--- config.mk ---
export PLATFORM = sky130hd
export DESIGN_NAME = prt_scaler_slw_ctl_flat
export DESIGN_NICKNAME = d
export VERILOG_FILES = /design/src/rtl/prt_scaler_pkg.sv /design/src/rtl/prt_scaler_slw_ctl_if.sv /design/src/rtl/prt_scaler_slw_ctl.sv /design/src/flat_wrapper.sv
export SDC_FILE = /design/constraint.sdc
export NUM_CORES = 1
export LEC_CHECK = 0
export CAP_MARGIN = 40
export CORE_AREA = 2 2 128 130
export DETAILED_ROUTE_END_ITERATION = 6
export DIE_AREA = 0 0 130 132
export PLACE_DENSITY = 0.52
export SETUP_SLACK_MARGIN = 0.05
export SKIP_CTS_REPAIR_TIMING = 1
export SLEW_MARGIN = 20
export SYNTH_ARGS = -nofsm -noshare
export SYNTH_HDL_FRONTEND = slang
export SYNTH_SLANG_ARGS = --single-unit
--- constraint.sdc ---
create_clock -name CLK_IN -period 3.05 [get_ports CLK_IN]
set_input_delay 0.61 -clock CLK_IN [delete_from_list [all_inputs] [get_ports CLK_IN]]
set_output_delay 0.61 -clock CLK_IN [all_outputs]
set_load 0.01 [all_outputs]
--- src/rtl/prt_scaler_pkg.sv ---
// +----------------------------------------------------------------------------+
// | prt_scaler_pkg                                                             |
// | Shared types and constants for the scaler sliding-window sequencer.        |
// | Revision: 1.0                                                              |
// +----------------------------------------------------------------------------+
`default_nettype none

package prt_scaler_pkg;

  typedef enum logic [1:0] {
    ST_IDLE = 2'd0,
    ST_FILL = 2'd1,
    ST_RUN  = 2'd2,
    ST_DONE = 2'd3
  } slw_state_e;

  localparam int P_SLW_TAPS    = 7;
  localparam int P_SLW_SEL_MAX = 6;

  // Integer part of the accumulator can exceed the last tap index.
  function automatic logic [2:0] slw_sel_clamp(input logic [3:0] acc_int);
    if (acc_int > 4'(P_SLW_SEL_MAX)) return 3'(P_SLW_SEL_MAX);
    return acc_int[2:0];
  endfunction

endpackage

`default_nettype wire

--- src/rtl/prt_scaler_slw_ctl_if.sv ---
// +----------------------------------------------------------------------------+
// | prt_scaler_slw_ctl_if                                                      |
// | Window-shift and tap-mux handshake bundle of the sliding-window sequencer. |
// | Revision: 1.0                                                              |
// +----------------------------------------------------------------------------+
`default_nettype none

interface prt_scaler_slw_ctl_if;
  logic       SRC_RDY_IN;
  logic       SHIFT_OUT;
  logic       DST_RDY_IN;
  logic [2:0] SEL_OUT;
  logic       WR_OUT;
  logic       VLD_OUT;
  logic       LAST_OUT;

  modport master (
    input  SRC_RDY_IN, DST_RDY_IN,
    output SHIFT_OUT, SEL_OUT, WR_OUT, VLD_OUT, LAST_OUT
  );

  modport slave (
    output SRC_RDY_IN, DST_RDY_IN,
    input  SHIFT_OUT, SEL_OUT, WR_OUT, VLD_OUT, LAST_OUT
  );
endinterface

`default_nettype wire

--- src/rtl/prt_scaler_slw_ctl.sv ---
// +----------------------------------------------------------------------------+
// | prt_scaler_slw_ctl                                                         |
// | Per-line window fill plus phase accumulator choosing shift vs. mux write.  |
// | Revision: 1.0                                                              |
// +----------------------------------------------------------------------------+
`default_nettype none

module prt_scaler_slw_ctl
  import prt_scaler_pkg::*;
#(
  parameter int P_FRAC  = 16,
  parameter int P_LEN_W = 13,
  parameter int P_TH    = 4
) (
  input  logic                CLK_IN,
  input  logic                RST_IN,
  input  logic [P_FRAC+1:0]   CFG_STEP_IN,
  input  logic [P_LEN_W-1:0]  CFG_IN_LEN_IN,
  input  logic [P_LEN_W-1:0]  CFG_OUT_LEN_IN,
  input  logic                LINE_START_IN,
  output logic                BUSY_OUT,
  output logic                DONE_OUT,
  prt_scaler_slw_ctl_if.master slw
);

  localparam int                 ACC_W      = P_FRAC + 4;
  localparam logic [ACC_W-1:0]   C_ACC_ONE  = ACC_W'(1) << P_FRAC;
  localparam logic [P_LEN_W-1:0] C_TAPS     = P_LEN_W'(P_SLW_TAPS);
  localparam logic [2:0]         C_FILL_END = 3'(P_SLW_TAPS - 1);
  localparam logic [3:0]         C_TH       = 4'(P_TH);

  slw_state_e           state_q, state_d;
  logic [ACC_W-1:0]     acc_q, acc_d;
  logic [P_FRAC+1:0]    step_q, step_d;
  logic [P_LEN_W-1:0]   src_rem_q, src_rem_d;
  logic [P_LEN_W-1:0]   out_last_q, out_last_d;
  logic [P_LEN_W-1:0]   out_cnt_q, out_cnt_d;
  logic [2:0]           fill_cnt_q, fill_cnt_d;
  logic                 vld_q, last_q, done_q, busy_q;

  logic [3:0]           w_acc_int;
  logic [ACC_W:0]       w_acc_sum;
  logic                 w_shift_pend;
  logic                 w_shift;
  logic                 w_wr;
  logic                 w_last_wr;

  assign w_acc_int    = acc_q[ACC_W-1 -: 4];
  assign w_acc_sum    = {1'b0, acc_q} + {{(ACC_W-P_FRAC-1){1'b0}}, step_q};
  // A pending shift owns the cycle even while the source stalls.
  assign w_shift_pend = (state_q == ST_RUN) && (w_acc_int >= C_TH) && (src_rem_q != '0);
  assign w_shift      = ((state_q == ST_FILL) || w_shift_pend) && slw.SRC_RDY_IN;
  assign w_wr         = (state_q == ST_RUN) && !w_shift_pend && slw.DST_RDY_IN;
  assign w_last_wr    = (out_cnt_q == out_last_q);

  always_ff @(posedge CLK_IN or negedge RST_IN) begin
    if (!RST_IN) begin
      state_q    <= ST_IDLE;
      acc_q      <= '0;
      step_q     <= '0;
      src_rem_q  <= '0;
      out_last_q <= '0;
      out_cnt_q  <= '0;
      fill_cnt_q <= '0;
      vld_q      <= 1'b0;
      last_q     <= 1'b0;
      done_q     <= 1'b0;
      busy_q     <= 1'b0;
    end else begin
      state_q    <= state_d;
      acc_q      <= acc_d;
      step_q     <= step_d;
      src_rem_q  <= src_rem_d;
      out_last_q <= out_last_d;
      out_cnt_q  <= out_cnt_d;
      fill_cnt_q <= fill_cnt_d;
      vld_q      <= w_wr;
      last_q     <= w_wr && w_last_wr;
      done_q     <= (state_q == ST_DONE);
      busy_q     <= (state_d != ST_IDLE);
    end
  end

  always_comb begin
    state_d    = state_q;
    acc_d      = acc_q;
    step_d     = step_q;
    src_rem_d  = src_rem_q;
    out_last_d = out_last_q;
    out_cnt_d  = out_cnt_q;
    fill_cnt_d = fill_cnt_q;
    case (state_q)
      ST_IDLE: begin
        if (LINE_START_IN) begin
          step_d     = (CFG_STEP_IN == '0) ? {{(P_FRAC+1){1'b0}}, 1'b1} : CFG_STEP_IN;
          src_rem_d  = (CFG_IN_LEN_IN > C_TAPS) ? CFG_IN_LEN_IN - C_TAPS : '0;
          out_last_d = (CFG_OUT_LEN_IN == '0) ? '0 : CFG_OUT_LEN_IN - 1'b1;
          acc_d      = '0;
          out_cnt_d  = '0;
          fill_cnt_d = '0;
          state_d    = ST_FILL;
        end
      end
      ST_FILL: begin
        if (w_shift) begin
          fill_cnt_d = fill_cnt_q + 1'b1;
          if (fill_cnt_q == C_FILL_END) state_d = ST_RUN;
        end
      end
      ST_RUN: begin
        if (w_shift) begin
          acc_d     = acc_q - C_ACC_ONE;
          src_rem_d = src_rem_q - 1'b1;
        end else if (w_wr) begin
          acc_d     = w_acc_sum[ACC_W] ? '1 : w_acc_sum[ACC_W-1:0];
          out_cnt_d = out_cnt_q + 1'b1;
          if (w_last_wr) state_d = ST_DONE;
        end
      end
      ST_DONE: state_d = ST_IDLE;
      default: state_d = ST_IDLE;
    endcase
  end

  always_comb begin
    slw.SHIFT_OUT = w_shift;
    slw.WR_OUT    = w_wr;
    slw.SEL_OUT   = (state_q == ST_RUN) ? slw_sel_clamp(w_acc_int) : 3'd0;
    slw.VLD_OUT   = vld_q;
    slw.LAST_OUT  = last_q;
    BUSY_OUT      = busy_q;
    DONE_OUT      = done_q;
  end

endmodule

`default_nettype wire
--- src/flat_wrapper.sv ---
// flat-port wrapper written by rule: the top's interface ports become plain ports
module prt_scaler_slw_ctl_flat import prt_scaler_pkg::*;
#(
  parameter int P_FRAC  = 16,
  parameter int P_LEN_W = 13,
  parameter int P_TH    = 4
)
  (CLK_IN, RST_IN, CFG_STEP_IN, CFG_IN_LEN_IN, CFG_OUT_LEN_IN, LINE_START_IN, BUSY_OUT, DONE_OUT, slw_SRC_RDY_IN, slw_DST_RDY_IN, slw_SHIFT_OUT, slw_SEL_OUT, slw_WR_OUT, slw_VLD_OUT, slw_LAST_OUT);
  prt_scaler_slw_ctl_if slw_i ();
  input  logic CLK_IN;
  input  logic RST_IN;
  input  logic [P_FRAC+1:0] CFG_STEP_IN;
  input  logic [P_LEN_W-1:0] CFG_IN_LEN_IN;
  input  logic [P_LEN_W-1:0] CFG_OUT_LEN_IN;
  input  logic LINE_START_IN;
  output logic BUSY_OUT;
  output logic DONE_OUT;
  input wire logic [$bits(slw_i.SRC_RDY_IN)-1:0] slw_SRC_RDY_IN;
  input wire logic [$bits(slw_i.DST_RDY_IN)-1:0] slw_DST_RDY_IN;
  output wire logic [$bits(slw_i.SHIFT_OUT)-1:0] slw_SHIFT_OUT;
  output wire logic [$bits(slw_i.SEL_OUT)-1:0] slw_SEL_OUT;
  output wire logic [$bits(slw_i.WR_OUT)-1:0] slw_WR_OUT;
  output wire logic [$bits(slw_i.VLD_OUT)-1:0] slw_VLD_OUT;
  output wire logic [$bits(slw_i.LAST_OUT)-1:0] slw_LAST_OUT;
  assign slw_i.SRC_RDY_IN = slw_SRC_RDY_IN;
  assign slw_i.DST_RDY_IN = slw_DST_RDY_IN;
  assign slw_SHIFT_OUT = slw_i.SHIFT_OUT;
  assign slw_SEL_OUT = slw_i.SEL_OUT;
  assign slw_WR_OUT = slw_i.WR_OUT;
  assign slw_VLD_OUT = slw_i.VLD_OUT;
  assign slw_LAST_OUT = slw_i.LAST_OUT;
  prt_scaler_slw_ctl #(.P_FRAC(P_FRAC), .P_LEN_W(P_LEN_W), .P_TH(P_TH)) u_core (.CLK_IN(CLK_IN), .RST_IN(RST_IN), .CFG_STEP_IN(CFG_STEP_IN), .CFG_IN_LEN_IN(CFG_IN_LEN_IN), .CFG_OUT_LEN_IN(CFG_OUT_LEN_IN), .LINE_START_IN(LINE_START_IN), .BUSY_OUT(BUSY_OUT), .DONE_OUT(DONE_OUT), .slw(slw_i));
endmodule
==> results of run 1 <==
## final cells by class
type / count / share of cell area
clock buffer: 13 / 0.0389
multi-input combinational: 507 / 0.463
sequential: 86 / 0.321
clock inverter: 3 / 0.00635
timing repair buffer: 84 / 0.118
tap: 216 / 0.0404
inverter: 21 / 0.0125
## cells by family (layout without fill, tap and decap cells)
logic type / after synthesis / count (layout) / share of synthesized area
AND/OR/NAND/NOR: 261 / 261 / 0.221
multiplexers: 2 / 2 / 0.00370
buffers and inverters: 50 / 121 / 0.0363
AO/OA/AOI/OAI: 161 / 161 / 0.188
flip-flops: 86 / 86 / 0.397
XOR/XNOR: 57 / 57 / 0.0922
adder cells (fa/ha/maj): 26 / 26 / 0.0614
## worst reg2reg max path, stage by stage, from the launching register on
cell and delay (ps):
dfrtp_1 380, ha_1 240, fa_1 440, a211o_1 340
a21oi_1 220, o2bb2ai_1 200, o211ai_1 170, a32o_2 300
buf_4 190, o21ai_0 180, nand2_1 70
## sequential cells by signal, summed over array words and instances (netlist names), 2 cells and up
name,count
u_core.src_rem_q,13
u_core.out_cnt_q,13
u_core.fill_cnt_q,3
u_core.acc_q,20
u_core.out_last_q,13
u_core.step_q,18
u_core.state_q,2
## cells in the mapped netlist, types with 2 or more instances
master,number
a21boi_0,3
nand3b_1,2
a31o_2,2
nor2_1,57
xnor2_1,30
a22o_1,5
mux2i_1,2
nand4_1,7
o211ai_1,7
inv_1,20
and3_1,9
a311oi_1,2
xor2_1,27
a211oi_1,3
clkbuf_1,24
nor3_1,14
nand2_1,109
o21ai_0,49
nand2b_1,6
and2_1,7
a32oi_1,2
nor4_1,10
o31ai_1,2
ha_1,25
nand3_1,23
a31oi_1,9
o21bai_1,5
a21o_1,8
o22ai_1,3
dfrtp_1,86
buf_2,3
a21oi_1,43
buf_1,2
a2bb2oi_1,3
or4_1,5
or3_1,2
nor2b_1,2
## worst max path at each step
stage                                                from                      endpoint  slack, ps  cells after the start
final                     u_core.src_rem_q[1]$_DFFE_PN0P_                 slw_SHIFT_OUT        130                      8
after global routing      u_core.src_rem_q[1]$_DFFE_PN0P_                 slw_SHIFT_OUT         20                      8
after CTS                 u_core.src_rem_q[1]$_DFFE_PN0P_                 slw_SHIFT_OUT       -400                      8
after detailed placement  u_core.src_rem_q[1]$_DFFE_PN0P_                 slw_SHIFT_OUT         -9                      8
after global placement    u_core.src_rem_q[1]$_DFFE_PN0P_                 slw_SHIFT_OUT         80                      8
after floorplan              u_core.step_q[0]$_DFFE_PN0P_  u_core.acc_q[17]$_DFFE_PN0P_        370                      9
## where the power goes
| group | leakage [nW] | internal [W] | switching (W) | total (W) |
|---|---|---|---|---|
| Combinational | 1.85 | 0.000824 | 0.00103 | 0.00185 |
| Clock | 0.146 | 0.000679 | 0.000462 | 0.00114 |
| Sequential | 1.12 | 0.00152 | 0.000311 | 0.00184 |
## layer usage
layer,vias to the layer above,share of wire
li1,2393,-
met1,2308,0.48
met2,98,0.47
met3,12,0.038
met4,0,0.014
met5,-,0
## stage by stage
step	worst slack [ps]	util
2_1_floorplan	366	-
3_3_place_gp	80.3	0.405
3_5_place_dp	-8.59	0.405
4_1_cts	-397	0.424
5_1_grt	16.9	0.426
6_report	125	0.426
==> summary.txt, run 1 <==
Worst setup path
  – Cell family with most CP delay: simple AND/OR/NAND/NOR gates
  – Critical-path cell list: inv_1 > ha_2 > or3b_2 > nand4bb_4 > and2_1 > o21ai_2 > inv_1 > dlymetal6s2s_1
  – Reg2Reg Depth: 10
  – CP required: 2440 ps
  – Critical path launch point type: flop
  – Worst R2R Setup Slack: 210 ps
  – CP Buf/Inv Count: 3
  – Crit path max fanout: 4
  – R2r startpoint: u_core.step_q[0]$_DFFE_PN0P_
  – R2r endpoint: u_core.acc_q[7]$_DFFE_PN0P_
  – Crit-path max cell delay: 460 ps
  – Crit path DAT: 2310 ps
  – Critical path type: flop to output pin
  – Endpoint type of the worst setup path: output pin
  – Critical path's slowest cell: or3b_2
  – Most used cell, CP: inv_1

GRT
  – Largest net degree at the start of global routing: 47
  – Global-route track usage on met1: 0.231
  – Met2 global-route usage: 0.281
  – Global-route wire length before repair: approximately 24 mm
  – Initial antenna violation count: 0
  – Number of global-route vias before repair: 4835
  – GRT busiest layer: met2
  – GR Layer Usage met3: 0.0304
  – Gr usage total: 0.172
  – Global route overflow: 0

Clock tree
  – TritonCTS Sinks: between 80 and 90
  – H-Tree Depth: 3
  – Clock Path Buffers: 2
  – Root Buffer: clkbuf_16
  – CTS clk-pin slew, worst paths: 60 ps
  – CTS buffer count: 9
  – TritonCTS clock tree: built
  – Clock latency on the worst-skew pair: around 350 ps

Synth
  – Area share of the largest cell type after synthesis: 0.397
  – Post-synth top flop: dfrtp_1
  – Post-synth EDFFs: 0
  – Net count after synthesis: 718
  – Mapped cell area: approximately 5400 sq um
  – Sequential area share after synthesis: 0.397
  – Synth area leader: dfrtp_1
  – Synth cell types: 62
  – Syn Inst Count: ~640
  – Top post-synthesis cells by area: dfrtp_1 40%, nand2_1 7.6%, ha_1 5.8%
  – YS warnings: 0
  – Ys async rst share: 1.00
  – #FFs+latches synth: 86
  – Syn avg cell area: approximately 8.4 sq um

Die
  – Io pins: 58
  – Core Area: 15700 sq um
  – Total Die Area: 17200 sq um
  – Initial Utilization: 0.345
  – Std-Cell Rows: between 40 and 50
  – Die W: 130 um
  – Die extent in y: about 130 um

Finish
  – Most common cell after layout, fill and taps aside: nand2_1
  – Nets: 784
  – Commonest cells after routing, fill and taps aside: 109 x nand2_1, 86 x dfrtp_1, 57 x nor2_1, 54 x clkdlybuf4s50_1, 48 x o21ai_0
  – Area of the multi-input gates: ~3100 sq um
  – Fillcell total: 1578
  – Final Cell Area: 6700 sq um
  – Layout cell share with drive strength beyond 1: 0.0784
  – Ant diodes: 0
  – Final Non-Filler Cells: 930
  – Reg area: approximately 2200 sq um
  – Area delta synth->final: 23.6%

Place
  – Placed Cells incl. Taps: a little over 900
  – DP HPWL: 10.4 mm
  – Gpl congestion: roughly 0.84
  – IO Port Bufs: 57
  – Dpl cell area: 6360 sq um

Timing
  – Fin crit period: 2920 ps
  – Slew Limit Headroom: 0.559
  – Tcrit/Tclk final: 0.959
  – Setup TNS Final: 0 ps
  – FMAX: about 340 MHz
  – Slew @ Worst Pin: 662 ps
  – Final setup violation count: 0
  – RSZ-0062 raised after global routing: true
  – Hold_ws: 262 ps
  – Final hold violations: 0
  – Pins Over Slew Limit: 0
  – Worst clock skew: 7.37 ps

Power and ir drop
  – Power Total: roughly 0.0048 W
  – LEAKAGE: 3.11 nW
  – Pwr per Cell Area: 721 nW/um^2
  – VDD IR max: 299 uV

Routing
  – DR vias/cell: 5.17
  – DRT antenna net count: 0
  – Iter 0 DRT Violations: 336
  – First-pass DRT Iterations: 5
  – Number of remaining DRC errors: 0
  – Via count: 4811
  – Routed WL: 14.1 mm
  – WL/cell: 15.1 um

Status
  – Outcome: complete, no violations

Flow run
  – Maxcap violations: 0

Min path
  – HP Class: input port to asynchronous set/reset pin
(Power assumes the default switching activity.)
==> run 2: changes to the inputs <==
--- a/config.mk
+++ b/config.mk
@@ -5,6 +5,7 @@
 export SDC_FILE = /design/constraint.sdc
 export NUM_CORES = 1
 export LEC_CHECK = 0
+export ABC_CLOCK_PERIOD_IN_PS = 3050
 export CAP_MARGIN = 40
 export CORE_AREA = 2 2 128 130
 export DETAILED_ROUTE_END_ITERATION = 6
==> results of run 2 <==
No change in the layout: final DEF, timing and power equal those of run 1.
==> run 3: changes to the inputs <==
--- a/config.mk
+++ b/config.mk
@@ -7,9 +7,9 @@
 export LEC_CHECK = 0
 export ABC_CLOCK_PERIOD_IN_PS = 3050
 export CAP_MARGIN = 40
-export CORE_AREA = 2 2 128 130
+export CORE_AREA = 4 4 130 132
 export DETAILED_ROUTE_END_ITERATION = 6
-export DIE_AREA = 0 0 130 132
+export DIE_AREA = 0 0 134 136
 export PLACE_DENSITY = 0.52
 export SETUP_SLACK_MARGIN = 0.05
 export SKIP_CTS_REPAIR_TIMING = 1
==> summary.txt, run 3 (synthesized netlist as in run 1, its figures left out) <==
Status
  – Outcome: complete, no violations

Die
  – Total Die Area: 18200 sq um (+6.2%)
  – Die extent in y: 136 um (+3.0%)
  – Die W: 134 um (+3.1%)
  – Io pins: 58 (unchanged)
  – Core Area: 15700 sq um (unchanged)
  – Initial Utilization: 0.345 (unchanged)
  – Std-Cell Rows: 46 (unchanged)

Worst setup path
  – CP required: 2440 ps (about the same)
  – CP Buf/Inv Count: 2 (-1)
  – Critical path's slowest cell: a2111oi_1
  – R2r endpoint: u_core.acc_q[2]$_DFFE_PN0P_
  – Reg2Reg Depth: 10 (unchanged)
  – R2r startpoint: u_core.step_q[0]$_DFFE_PN0P_
  – Cell family with most CP delay: buffers and inverters
  – Critical-path cell list: nand2b_1 > a2111oi_1 > buf_4 > clkdlybuf4s50_1
  – Critical path launch point type: flop
  – Critical path type: flop to output pin
  – Crit-path max cell delay: 600 ps (+140 ps)
  – Worst R2R Setup Slack: 220 ps (about the same)
  – Endpoint type of the worst setup path: output pin
  – Crit path DAT: 2360 ps (+50 ps)
  – Crit path max fanout: 11 (+7)

Finish
  – Area delta synth->final: 22.8%
  – Fillcell total: 1554 (-1.5%)
  – Layout cell share with drive strength beyond 1: 0.0746 (-0.00378)
  – Ant diodes: 0 (unchanged)
  – Largest register FFs: 20 (unchanged)
  – Top flop regs: u_core.acc_q x20, u_core.step_q x18
  – Final core area utilization: 0.423 (-0.00295)
  – Most common cell after layout, fill and taps aside: nand2_1
  – Most flop-heavy register: u_core.acc_q
  – Nets: 780 (-0.51%)
  – Reg area: 2150 sq um (unchanged)
  – Area of the multi-input gates: 3090 sq um (-0.12%)
  – Commonest cells after routing, fill and taps aside: 109 x nand2_1, 86 x dfrtp_1, 57 x nor2_1, 54 x clkdlybuf4s50_1, 48 x o21ai_0
  – Final Cell Area: 6650 sq um (-0.69%)

Timing
  – Tcrit/Tclk final: 0.975 (+0.0163)
  – Worst clock skew: 7.97 ps (+0.598 ps)
  – Slew @ Worst Pin: 654 ps (-8.13 ps)
  – Slew Limit Headroom: 0.564 (+0.00542)
  – FMAX: 336 MHz (-1.7%)
  – RSZ-0062 raised after global routing: false
  – Pins Over Slew Limit: 0 (unchanged)
  – Final setup violation count: 0 (unchanged)
  – Fin crit period: 2970 ps (+49.6 ps)
  – Final hold violations: 0 (unchanged)

Power and ir drop
  – Comb power frac: 0.385 (about the same)
  – Sw Share: 0.376 (+0.00258)
  – Pwr per Cell Area: 714 nW/um^2 (-1.0%)
  – Pint: 0.00296 W (-2.1%)
  – Reg power frac: 0.385 (+0.005)
  – Clk pwr share: 0.231 (-0.005)
  – Net Switching: 0.00178 W (-1.0%)
  – VDD IR max: 313 uV (+4.6%)
  – LEAKAGE: 3.08 nW (-0.96%)

Clock tree
  – CTS buffer count: 9 (unchanged)
  – Root Buffer: clkbuf_16
  – TritonCTS Sinks: 86 (unchanged)
  – H-Tree Depth: 3 (unchanged)
  – TritonCTS clock tree: built
  – CTS clk-pin slew, worst paths: 70 ps (about the same)
  – Clock Path Buffers: 2 (unchanged)
  – Clock latency on the worst-skew pair: 340 ps (about the same)

GRT
  – Global-route wire length before repair: 23.8 mm (+0.67%)
  – Global route overflow: 0 (unchanged)
  – Gr usage total: 0.161 (-0.0108)
  – Number of global-route vias before repair: 4811 (-0.50%)
  – Largest net degree at the start of global routing: 50 (+6.4%)
  – Initial antenna violation count: 0 (unchanged)

Routing
  – DR vias/cell: 5.12 (-1.1%)
  – First-pass DRT Iterations: 4 (-1)
  – Via count: 4740 (-1.5%)
  – Routed WL: 14.0 mm (-0.15%)
  – WL/cell: 15.2 um (+0.28%)
  – DRT antenna net count: 0 (unchanged)
  – Iter 0 DRT Violations: 317 (-5.7%)
  – Number of remaining DRC errors: 0 (unchanged)

Place
  – Gpl congestion: 0.860 (+1.9%)
  – DP HPWL: 10.3 mm (-0.41%)
  – IO Port Bufs: 57 (unchanged)
  – Dpl cell area: 6330 sq um (-0.47%)

Flow run
  – Maxcap violations: 0 (unchanged)

Min path
  – HP Class: input port to asynchronous set/reset pin
run 3: metal layers:
layer  track usage  wire length [um]  vias to the layer above
li1              -                 -                     2389
met1         0.212              6690                     2250
met2         0.269              6650                       88
met3        0.0270               509                       13
met4        0.0554               189                        0
met5             0                 0                        -
run 3: power groups by stage:
stage          registers, W  clock network [W]  logic (W)
2_1_floorplan       0.00175                  0    0.00135
3_3_place_gp        0.00183                  0    0.00177
3_5_place_dp        0.00184                  0    0.00180
4_1_cts             0.00183            0.00114    0.00182
5_1_grt             0.00188            0.00117    0.00210
6_report            0.00183            0.00110    0.00183
run 3: worst max path at each step:
stage,start,to,slack (ps),depth (start not counted)
after global routing,u_core.step_q[0]$_DFFE_PN0P_,u_core.acc_q[5]$_DFFE_PN0P_,50,10
after global placement,CFG_IN_LEN_IN[7],u_core.src_rem_q[11]$_DFFE_PN0P_,110,7
final,u_core.state_q[1]$_DFF_PN0_,slw_SEL_OUT[0],80,4
after detailed placement,CFG_IN_LEN_IN[7],u_core.src_rem_q[11]$_DFFE_PN0P_,30,7
after floorplan,u_core.step_q[0]$_DFFE_PN0P_,u_core.acc_q[17]$_DFFE_PN0P_,370,9
after CTS,u_core.src_rem_q[1]$_DFFE_PN0P_,slw_SHIFT_OUT,-300,8
run 3: worst register-to-register path: stages (launching register included):
cell and delay (ps):
dfrtp_1 380, ha_1 240, fa_1 430, a211o_1 340, a21oi_1 230, o2bb2ai_1 190, o211ai_1 160, a32o_1 310
buf_4 200, o21ai_0 180, nand2_1 70
run 3: stage by stage:
step	hold slack (ps)	setup slack, ps	TNS (ps)	std cells	power, W
after floorplan	314	366	0	643	0.00310
after global placement	469	111	0	910	0.00361
after detailed placement	470	25.5	0	910	0.00364
after CTS	262	-302	-461	926	0.00478
after global routing	276	52.2	0	926	0.00516
final	237	75.8	0	926	0.00475
run 3: area by class of cell:
| type | instances | area share |
|---|---|---|
| flip-flops and latches | 86 | 0.324 |
| well taps | 216 | 0.0406 |
| multi-input cells | 507 | 0.465 |
| inverters | 21 | 0.0126 |
| clock inverters | 7 | 0.00979 |
| clock buffers | 9 | 0.0339 |
| repair buffers | 80 | 0.114 |
